**config.mk**
```make
export PLATFORM = sky130hd
export DESIGN_NAME = pipe_trace_emitter
export DESIGN_NICKNAME = d
export VERILOG_FILES = /design/src/rtl/pipe_trace_emitter.sv
export SDC_FILE = /design/constraint.sdc
export NUM_CORES = 1
export LEC_CHECK = 0
export CORE_MARGIN = 1.5
export CORE_UTILIZATION = 45
export CTS_CLUSTER_SIZE = 14
export DETAILED_ROUTE_END_ITERATION = 12
export REMOVE_ABC_BUFFERS = 1
export SLEW_MARGIN = 40
export SYNTH_ARGS = -nofsm -noshare
export SYNTH_HDL_FRONTEND = slang
export SYNTH_SLANG_ARGS = --single-unit
```
**constraint.sdc**
```tcl
create_clock -name clk -period 2.7 [get_ports clk]
set_input_delay 0.405 -clock clk [delete_from_list [all_inputs] [get_ports clk]]
set_output_delay 0.405 -clock clk [all_outputs]
set_load 0.05 [all_outputs]
```
**src/rtl/pipe_trace_emitter.sv**
```systemverilog
// Four-stage pipeline occupancy tracker (ID/EX/MEM/WB) that emits one trace
// record per retired-or-flushed instruction through a 4-entry FWFT FIFO.
module pipe_trace_emitter (
  input  logic        clk,
  input  logic        rst,
  input  logic        stall,
  input  logic        flush,
  input  logic [15:0] if_pc,
  input  logic        trace_ready,
  output logic        trace_valid,
  output logic [7:0]  trace_id,
  output logic [15:0] trace_pc,
  output logic [15:0] trace_fetch_cycle,
  output logic [3:0]  trace_stalls,
  output logic        trace_flushed,
  output logic        overflow
);

  typedef struct packed {
    logic [7:0]  id;
    logic [15:0] pc;
    logic [15:0] fetch_cycle;
    logic [3:0]  stalls;
    logic        flushed;
  } rec_t;

  typedef struct packed {
    logic valid;
    rec_t rec;
  } slot_t;

  logic [15:0] r_cycle;
  logic [7:0]  r_next_id;
  slot_t       r_id, r_ex, r_mem, r_wb;

  rec_t        r_fifo [4];
  logic [1:0]  r_wr, r_rd;
  logic [2:0]  r_count;
  logic        r_overflow;

  logic        w_out_en, w_full, w_push, w_pop;
  rec_t        w_head;

  // Pipeline: stall freezes ID (counting stall cycles) and drops a bubble into EX.
  always_ff @(posedge clk) begin
    if (rst) begin
      r_cycle   <= '0;
      r_next_id <= '0;
      r_id      <= '0;
      r_ex      <= '0;
      r_mem     <= '0;
      r_wb      <= '0;
    end else begin
      r_cycle <= r_cycle + 16'd1;
      if (!stall) begin
        r_id.valid            <= 1'b1;
        r_id.rec.id           <= r_next_id;
        r_id.rec.pc           <= if_pc;
        r_id.rec.fetch_cycle  <= r_cycle;
        r_id.rec.stalls       <= 4'd0;
        r_id.rec.flushed      <= flush;
        r_next_id             <= r_next_id + 8'd1;
        r_ex                  <= r_id;
      end else begin
        if (r_id.rec.stalls != 4'hF) r_id.rec.stalls <= r_id.rec.stalls + 4'd1;
        r_ex <= '0;
      end
      r_mem <= r_ex;
      r_wb  <= r_mem;
    end
  end

  // Handshake: a record transfers on any rising edge where trace_valid && trace_ready;
  // trace_valid never drops and the head never changes until that transfer happens.
  assign w_out_en = (r_count != 3'd0) && !rst;
  assign w_full   = (r_count == 3'd4);
  assign w_pop    = w_out_en && trace_ready;
  assign w_push   = r_wb.valid && (!w_full || w_pop);
  assign w_head   = r_fifo[r_rd];

  always_ff @(posedge clk) begin
    if (rst) begin
      r_wr       <= '0;
      r_rd       <= '0;
      r_count    <= '0;
      r_overflow <= 1'b0;
    end else begin
      if (w_push) begin
        r_fifo[r_wr] <= r_wb.rec;
        r_wr         <= r_wr + 2'd1;
      end
      if (w_pop) r_rd <= r_rd + 2'd1;
      r_count <= r_count + {2'b00, w_push} - {2'b00, w_pop};
      if (r_wb.valid && w_full && !w_pop) r_overflow <= 1'b1;
    end
  end

  assign trace_valid       = w_out_en;
  assign trace_id          = w_out_en ? w_head.id          : 8'd0;
  assign trace_pc          = w_out_en ? w_head.pc          : 16'd0;
  assign trace_fetch_cycle = w_out_en ? w_head.fetch_cycle : 16'd0;
  assign trace_stalls      = w_out_en ? w_head.stalls      : 4'd0;
  assign trace_flushed     = w_out_en ? w_head.flushed     : 1'b0;
  assign overflow          = r_overflow && !rst;

endmodule

```
==> results by group <==
Worst setup path
  • WP data required: 2300 ps
  • Critical path endpoint: trace_fetch_cycle[1]
  • Register-to-register setup slack: 550 ps
  • Worst Reg-to-Reg Cells: 9
  • Critical path type: flip-flop to output port
  • Critical Path Source Type: flip-flop
  • Highest-delay cell along the critical path: mux4_2
  • Arrival @ worst endpoint: 2070 ps
  • Levels on crit path: 4
  • Reg2Reg Capture Point: r_count[2]
  • CP max stage delay: between 500 and 600 ps
  • CP endpoint kind: output port
  • Largest delay contributor family on the critical path: multiplexers
  • Critical-path cell list: buf_12, mux4_2, and2_1, buf_12
  • CP most frequent cell: buf_12
  • Reg2reg start: r_count[2]
  • Buf+Inv Stages, Crit Path: 2
  • CP max FO: 17

Die
  • Die area: 31300 um2
  • Io pins: 68
  • Core area: 29700 um2
  • Row cnt: 63
  • Initial core utilization: 45.8%
  • Die W: around 180 um
  • DIE HEIGHT: between 150 and 200 um

STA
  • Final WS setup: 225 ps
  • Final worst path period share: 91.7%
  • Peak Freq: roughly 400 MHz
  • RSZ-0062 raised after global routing: false
  • Final Setup Violations: 0
  • Worst Skew: 12.6 ps
  • Final Hold Fails: 0
  • Final slew viol count: 0
  • Final min period: ~2500 ps
  • Max-slew headroom: 59.4%
  • Worst slew pin tran: around 600 ps

Logic synthesis
  • Post-Synth Simple-Gate Area: 12.9%
  • Distinct cell type count after synthesis: 39
  • Post-synthesis xor/xnor area fraction: between 1 and 1.5%
  • Seq cells post-synth: 398
  • Register area share after synthesis: 71.8%
  • EDFF count, synth: 180
  • Synthesis Warnings: 0
  • Synth area leaders: edfxtp_1 40%, dfxtp_1 32%, mux4_2 7.4%
  • Synth Area per Inst: between 15 and 20 um2
  • Largest area contributor in the netlist: edfxtp_1
  • Cells after synthesis: 892
  • Largest family of logic cells by synthesized area: simple AND/OR/NAND/NOR gates
  • Adder-cell share of the synthesized area: 0.974%
  • Multiplexer share of the synthesized area: roughly a tenth
  • Asr flop ratio synth: 0%
  • Yosys top cell area share: 39.7%
  • Prevailing post-synth register cell: dfxtp_1
  • Synthesized area: 13600 um2
  • Post-synthesis compound-gate area fraction: less than 1%

Place
  • Hpwl dp: ~12000 um
  • Dpl ws: 263 ps
  • Final RePlAce weighted congestion: just under 0.7
  • Port Buf Inserts: 67

Min path
  • Worst hold path class: input pin to flip-flop

GRT
  • Met2 Use GR: 24.8%
  • Largest net degree at the start of global routing: 58
  • Global-route wire length before repair: 36100 um
  • Number of global-route vias before repair: about 6.8k
  • Total gr overflow: 0
  • Antenna violations before repair: 0
  • Gr busiest metal: met2
  • Global-route usage over all layers: 14.8%
  • M3 GR Usage: 2.90%
  • Met1 usage: between 15 and 20%

Clock tree
  • Post-CTS sizing: 0
  • TritonCTS clock tree: yes
  • TritonCTS Buffers: 40
  • Hold buffers post-CTS: 0
  • CTS clk-pin slew, worst paths: around 60 ps
  • Clk_lat worst skew: 510 ps
  • CTS root buffer: clkbuf_16
  • Clock Tree Buf Depth: 3
  • # clock sinks: just under 400
  • Clock H-tree levels: 2

Finish
  • Commonest non-fill, non-tap cell in the layout: dfxtp_1
  • Final #Nets: 1010
  • FILL cells: 2341
  • Register area: 9770 um2
  • Antenna Cells: 0
  • Area grow syn2layout: 21.9%
  • Share of layout cells above drive strength 1: 18.1%
  • Multi-input gate area: 3640 um2
  • Most frequent cells in the layout: 216 x dfxtp_1, 180 x edfxtp_1, 98 x nor2b_1

Detailed routing
  • Residual DRC: 0
  • Via count: 6758
  • Final WL: 22100 um
  • Drt pass-1 iters: 4
  • First-iteration detailed-routing DRC count: 335
  • Antenna viol nets, final: 0
  • Vias per cell: 4.83
  • Routed len/inst: 15.8 um

Pwr
  • Leakage: 5.95 nW
  • VDD IR max: approximately 0.44 mV
  • Cell Pwr Density: 851 nW/um2
  • Total Power: 14.1 mW

Status
  • Status: finished clean

Flow run
  • # Max-Cap Violations: 0
-- state kept, by name (all words and copies together), names as in the netlist, named ones only --
signal,flops
r_cycle,16
r_next_id,8
r_fifo,180
r_count,3
r_overflow,1
r_ex,46
r_wr,2
r_id,46
r_wb,46
r_rd,2
r_mem,46
-- synth_stat cells, types with 5 or more instances --
cell type  count
a21oi_1        6
and2_1        95
buf_2          8
buf_4          5
clkbuf_1      26
dfxtp_1      218
edfxtp_1     180
ha_1           9
inv_1          6
mux2i_1       44
mux4_2        45
nand2_1        6
nand3_1        9
nor2_1        75
nor2b_1       98
xnor2_1        7
xor2_1        16
-- timing repair --
item                                    CTS  global route
endpoints found under the hold margin     0             0
buffers inserted                          0             5
endpoints found under the setup margin    0            22
-- per-stage QoR --
stage / utilization [%] / hold slack, ps / instances / area (um2) / setup TNS [ps]
2_1_floorplan: - / 414 / 848 / 13400 / -30080
6_report: 55.9 / 258 / 1398 / 16600 / 0
3_5_place_dp: 51.6 / 420 / 1322 / 15300 / 0
5_1_grt: 55.9 / 247 / 1398 / 16600 / 0
4_1_cts: 55.7 / 237 / 1393 / 16600 / 0
3_3_place_gp: 51.4 / 416 / 1320 / 15300 / 0
-- report_power, final --
group          internal [mW]  switching (mW)
Clock                   3.01            2.09
Combinational           1.27            1.36
Sequential              6.33          0.0639
Total                   10.6            3.52
-- cells by family after synthesis --
| group | count (synthesis) |
|---|---|
| simple gates | 309 |
| flops | 398 |
| mux | 89 |
| compound gates | 13 |
| fa+ha+maj | 10 |
| buf+inv | 50 |
| xor+xnor | 23 |
-- final cells by class --
class / count / share of cell area, %
sequential: 398 / 58.9
multi-input combinational: 444 / 21.9
timing repair buffer: 89 / 8.72
clock buffer: 62 / 7.15
tap: 390 / 2.94
clock inverter: 9 / 0.241
inverter: 6 / 0.136
-- metal layers --
metal,routed length [um],vias up
met5,0,-
met4,475,0
met3,848,44
met2,10700,104
met1,10100,3320
li1,-,3290
-- worst min-delay path by stage --
| stage | from | endpoint | cells past startpoint | slack (ps) |
|---|---|---|---|---|
| after CTS | rst | r_id[0] | 2 | 240 |
| after global routing | rst | r_id[25] | 2 | 250 |
| after detailed placement | r_ex[11] | r_mem[11] | 1 | 420 |
| after floorplan | r_ex[0] | r_mem[0] | 1 | 410 |
| after global placement | r_mem[29] | r_wb[29] | 1 | 420 |
| final | rst | r_id[24] | 2 | 260 |
Power figures use the tool's default switching activity.
